### config.mk
export PLATFORM = sky130hd
export DESIGN_NAME = if_fetch_flat
export DESIGN_NICKNAME = d
export VERILOG_FILES = /design/src/rtl/if_fetch_if.sv /design/src/rtl/if_fetch.sv /design/src/flat_wrapper.sv
export SDC_FILE = /design/constraint.sdc
export NUM_CORES = 1
export LEC_CHECK = 0
export BUFFER_PORTS_ARGS = -buffer_cell sky130_fd_sc_hd__clkbuf_2
export CAP_MARGIN = 40
export CORE_UTILIZATION = 35
export DETAILED_ROUTE_END_ITERATION = 10
export HOLD_SLACK_MARGIN = 0.1
export PLACE_DENSITY = 0.54
export SYNTH_ARGS = -nofsm -noshare
export SYNTH_HDL_FRONTEND = slang
export SYNTH_SLANG_ARGS = --single-unit
### constraint.sdc
create_clock -name CLK -period 3.05 [get_ports CLK]
set_input_delay 0.1525 -clock CLK [delete_from_list [all_inputs] [get_ports CLK]]
set_output_delay 0.1525 -clock CLK [all_outputs]
set_load 0.01 [all_outputs]
### src/rtl/if_fetch_if.sv
// Instruction memory request/response bus.
// Master side lives in if_fetch.
interface if_fetch_if;
  logic        mem_req;
  logic [31:0] mem_addr;
  logic        mem_ack;
  logic [31:0] mem_rdata;

  modport master (
    output mem_req,
    output mem_addr,
    input  mem_ack,
    input  mem_rdata
  );

  modport slave (
    input  mem_req,
    input  mem_addr,
    output mem_ack,
    output mem_rdata
  );
endinterface

### src/rtl/if_fetch.sv
// Instruction fetch stage: one outstanding request, IF/ID register.
// Optional misaligned-PC trap: define FETCH_MISALIGN_CHECK_EN.
module if_fetch #(
  parameter logic [31:0] NOP_INST = 32'h00000013
) (
  input  logic        CLK,
  input  logic        RST,
  input  logic [31:0] pc,
  input  logic [5:0]  stall,
  input  logic        branch_flag,
  if_fetch_if.master  mem,
  output logic        stallreq,
  output logic [31:0] if_pc,
  output logic [31:0] if_inst,
  output logic        if_valid,
  output logic        if_misalign
);

  typedef enum logic [1:0] {
    IDLE,
    REQ,
    HOLD,
    DROP
  } state_t;

  state_t      state;
  state_t      state_nxt;
  logic [31:0] hold_pc;
  logic [31:0] hold_inst;
  logic        addr_ld;
  logic        buf_ld;
  logic        buf_clr;
  logic        dlv_mem;
  logic        dlv_buf;
  logic        mis_go;
  logic        mis_pc;
  logic        lock;
  logic        lock_nxt;
  logic        unused_bits;

`ifdef FETCH_MISALIGN_CHECK_EN
  assign mis_pc      = |pc[1:0];
  assign unused_bits = ^stall[5:2];

  // Trap lock: set by a misaligned fetch, released by redirect.
  always_ff @(posedge CLK) begin
    if (RST) lock <= 1'b0;
    else     lock <= lock_nxt;
  end

  // Misalign flag rides with the IF/ID payload.
  always_ff @(posedge CLK) begin
    if (RST)            if_misalign <= 1'b0;
    else if (!stall[1]) if_misalign <= mis_go;
  end
`else
  assign mis_pc      = 1'b0;
  assign lock        = 1'b0;
  assign if_misalign = 1'b0;
  assign unused_bits = ^{stall[5:2], pc[1:0], lock_nxt};
`endif

  // State register.
  always_ff @(posedge CLK) begin
    if (RST) state <= IDLE;
    else     state <= state_nxt;
  end

  // Next state, bus request, PC-hold request and datapath strobes.
  always_comb begin
    state_nxt   = state;
    addr_ld     = 1'b0;
    buf_ld      = 1'b0;
    buf_clr     = 1'b0;
    dlv_mem     = 1'b0;
    dlv_buf     = 1'b0;
    mis_go      = 1'b0;
    lock_nxt    = lock;
    mem.mem_req = 1'b0;
    stallreq    = 1'b1;
    unique case (state)
      IDLE: begin
        if (lock) begin
          if (branch_flag) lock_nxt = 1'b0;
        end else if (mis_pc) begin
          if (!stall[1] && !branch_flag) begin
            mis_go   = 1'b1;
            lock_nxt = 1'b1;
          end
        end else if (!stall[0] && !branch_flag) begin
          addr_ld   = 1'b1;
          state_nxt = REQ;
        end
      end
      REQ: begin
        mem.mem_req = 1'b1;
        if (mem.mem_ack) begin
          state_nxt = IDLE;
          if (!branch_flag) begin
            stallreq = 1'b0;
            if (stall[1]) begin
              buf_ld    = 1'b1;
              state_nxt = HOLD;
            end else begin
              dlv_mem = 1'b1;
            end
          end
        end else if (branch_flag) begin
          state_nxt = DROP;
        end
      end
      HOLD: begin
        if (branch_flag) begin
          buf_clr   = 1'b1;
          state_nxt = IDLE;
        end else if (!stall[1]) begin
          dlv_buf   = 1'b1;
          buf_clr   = 1'b1;
          state_nxt = IDLE;
        end
      end
      DROP: begin
        mem.mem_req = 1'b1;
        if (mem.mem_ack) state_nxt = IDLE;
      end
      default: state_nxt = IDLE;
    endcase
  end

  // Request address, latched once per fetch.
  always_ff @(posedge CLK) begin
    if (RST)          mem.mem_addr <= 32'h0;
    else if (addr_ld) mem.mem_addr <= {pc[31:2], 2'b00};
  end

  // Hold buffer for a response that arrived while IF/ID was stalled.
  always_ff @(posedge CLK) begin
    if (RST) begin
      hold_pc   <= 32'h0;
      hold_inst <= 32'h0;
    end else if (buf_ld) begin
      hold_pc   <= mem.mem_addr;
      hold_inst <= mem.mem_rdata;
    end else if (buf_clr) begin
      hold_pc   <= 32'h0;
      hold_inst <= 32'h0;
    end
  end

  // IF/ID payload: hold on stall, else deliver or bubble.
  always_ff @(posedge CLK) begin
    if (RST) begin
      if_pc    <= 32'h0;
      if_inst  <= NOP_INST;
      if_valid <= 1'b0;
    end else if (!stall[1]) begin
      unique case (1'b1)
        dlv_mem: begin
          if_pc    <= mem.mem_addr;
          if_inst  <= mem.mem_rdata;
          if_valid <= 1'b1;
        end
        dlv_buf: begin
          if_pc    <= hold_pc;
          if_inst  <= hold_inst;
          if_valid <= 1'b1;
        end
        mis_go: begin
          if_pc    <= pc;
          if_inst  <= NOP_INST;
          if_valid <= 1'b1;
        end
        default: begin
          if_pc    <= 32'h0;
          if_inst  <= NOP_INST;
          if_valid <= 1'b0;
        end
      endcase
    end
  end

endmodule

### src/flat_wrapper.sv
// flat-port wrapper written by rule: the top's interface ports become plain ports
module if_fetch_flat 
#(
  parameter logic [31:0] NOP_INST = 32'h00000013
)
  (CLK, RST, pc, stall, branch_flag, stallreq, if_pc, if_inst, if_valid, if_misalign, mem_mem_req, mem_mem_addr, mem_mem_ack, mem_mem_rdata);
  if_fetch_if mem_i ();
  input  logic CLK;
  input  logic RST;
  input  logic [31:0] pc;
  input  logic [5:0] stall;
  input  logic branch_flag;
  output logic stallreq;
  output logic [31:0] if_pc;
  output logic [31:0] if_inst;
  output logic if_valid;
  output logic if_misalign;
  output wire logic [$bits(mem_i.mem_req)-1:0] mem_mem_req;
  output wire logic [$bits(mem_i.mem_addr)-1:0] mem_mem_addr;
  input wire logic [$bits(mem_i.mem_ack)-1:0] mem_mem_ack;
  input wire logic [$bits(mem_i.mem_rdata)-1:0] mem_mem_rdata;
  assign mem_mem_req = mem_i.mem_req;
  assign mem_mem_addr = mem_i.mem_addr;
  assign mem_i.mem_ack = mem_mem_ack;
  assign mem_i.mem_rdata = mem_mem_rdata;
  if_fetch #(.NOP_INST(NOP_INST)) u_core (.CLK(CLK), .RST(RST), .pc(pc), .stall(stall), .branch_flag(branch_flag), .mem(mem_i), .stallreq(stallreq), .if_pc(if_pc), .if_inst(if_inst), .if_valid(if_valid), .if_misalign(if_misalign));
endmodule
==> run metrics <==
CTS root buf=clkbuf_16; Final Wtd Congestion=0.780; H-tree levels=4; wire per inst=17.4 µm; ANT nets after route=0; CTS max path bufs=2; Post-Layout Inst Area=8550 µm²; R2R Path Start=u_core.state[1]; Routed WL=19500 µm; CTS buffer count=17; top-area cell type share of the netlist area=0.487; Vias per Instance=5.64; library cells used by synthesis=31; largest net degree at the start of global routing=67; Initial Utilization=0.358; RSZ-0062 raised after global routing=false; post_cts resized=0; hold_buf cts=63; Critical Path Sink Type=primary output; initial antenna violation count=0; Via Count=6318; fillers=1708; kind of critical path=reg2out; most frequent cells in the layout=clkbuf_2 (160), dfxtp_1 (157), a21oi_1 (124), nand2_1 (90), dlygate4sd3_1 (63); Remaining Overflow, GRT=0; die width=138 µm; Hold Fails Final Rpt=0; Hold Crit Class=in2reg; run status=finished, final reports clean; Reg clk slew, reported paths=0.07 ns; Die ar.=19000 µm²; Setup-failing EPs final=0; die height=138 µm; slew margin rel.=0.407; CP Launch Type=flop; P&R area growth vs syn=32.6%; CTS tree=built; Setup WS post-layout=0.274 ns; total core area=18000 µm²; Tmin final=2.78 ns; area leader, netlist=dfxtp_1; drt initial violations=437; Skew-Pair Late Insertion Delay=0.43 ns; ranking of synthesized cells by area=dfxtp_1 (49%), a21oi_1 (9.6%), o221ai_1 (7.1%), nand2_1 (5.2%), nand3_1 (4.8%); flop2flop setup slack=0.64 ns; first-pass iteration count of the detailed router=5; # rows=49; mapped cell area=6450 µm²; GRT Util Overall=0.207; Leakage=0.00327 µW; Top-Level Pins=174; # nets final=952; Pwr per Cell Area=556 nW/µm²; Peak VDD IR=538 µV; non-filler cells, final=1120; Slew @ Worst Pin=0.882 ns; commonest non-fill, non-tap cell in the layout=clkbuf_2; Post-DP HPWL=11400 µm; skew final=0.00866 ns; Post-Synthesis Cells=709; Crit. Startpoint=u_core.state[1]; clock sink count=157; Final period util=0.910; I/O Buffers=162; pins over their slew limit=0; Residual DRC=0; Worst Hold Launch=RST; Peak Freq=360 MHz; Power Total=4760 µW; placed instance area=7290 µm²; synthesized area per cell=9.10 µm²; synth warn=0; Place WS=0.668 ns; Critical Path Fanout Max=66; WP data required=2.90 ns; sequential share of the synthesized area=0.487; setup TNS=0 ns; first-pass GRT wire length=30500 µm; placed cells=1025; post-CTS setup repair buffer count=0; number of global-route vias before repair=5822; # diodes=0; CP arrival=2.62 ns; Yosys reg bits=157; share of cells above drive strength 1=0.256; max-cap check violation count=0
## registers in the layout (all words and copies together) (netlist names)
name / cells
u_core.mem.mem_addr: 30
u_core.hold_pc: 30
u_core.if_pc: 30
u_core.if_valid: 1
u_core.hold_inst: 32
u_core.if_inst: 32
u_core.state: 2
## per-stage QoR
stage                     hold WS, ns  utilization
after floorplan                 0.288            -
after global placement          0.376        0.401
after detailed placement        0.382        0.404
after CTS                       0.211        0.475
after global routing            0.234        0.475
final                           0.220        0.475
## report_power, final
group	leakage (µW)	switching (µW)	internal, µW
logic	0.00170	222	143
registers	0.00127	32.6	2080
clock network	0.000304	843	1440
total	0.00327	1100	3660
## layout make-up
type / instances / area, µm² / area share
Multi-Input combinational cell: 458 / 2870 / 0.335
Inverter: 2 / 8.76 / 0.00102
Clock inverter: 9 / 158 / 0.0184
Timing Repair Buffer: 242 / 1610 / 0.189
Sequential cell: 157 / 3140 / 0.367
Tap cell: 229 / 287 / 0.0335
Clock buffer: 23 / 478 / 0.0559
## synthesized netlist by cell type (all sizes together)
library cell  count
dfxtp           157
a21oi           124
nand2            90
nand3            62
o221ai           62
buf              51
clkbuf           45
a221o            30
and3             30
a32oi            29
o21ai             8
a221oi            3
nor2              3
nor2b             3
inv               2
nor4              2
and4bb            1
conb              1
nand2b            1
nor3              1
nor3b             1
nor4b             1
nor4bb            1
or4               1
## per-layer routing
layer / GRT usage / vias up / share of wire
met3: 0.0434 / 12 / 0.056
met2: 0.343 / 233 / 0.48
met5: 0 / - / 0
met1: 0.266 / 3056 / 0.46
met4: 0.0670 / 0 / 0.0090
li1: - / 3017 / -
## path summary, 6_finish.rpt
kind / endpoint / depth (start not counted)
max reg2reg: u_core.hold_inst[30] / 5
min reg2reg: u_core.if_inst[16] / 2
max: stallreq / 4
min: u_core.hold_pc[22] / 2
## critical path, cell delays in order (launching register included)
cell and delay (ns):
dfxtp_1 0.86, and4bb_4 0.30, inv_2 0.07, buf_4 0.66
clkbuf_2 0.27
## cells by family after synthesis
kind of cell / count (synthesis) / share of synthesized area
simple gates: 197 / 0.149
other cells: 1 / 0.000581
flops: 157 / 0.487
buf+inv: 98 / 0.0770
compound gates: 256 / 0.286
(Power assumes the default switching activity.)
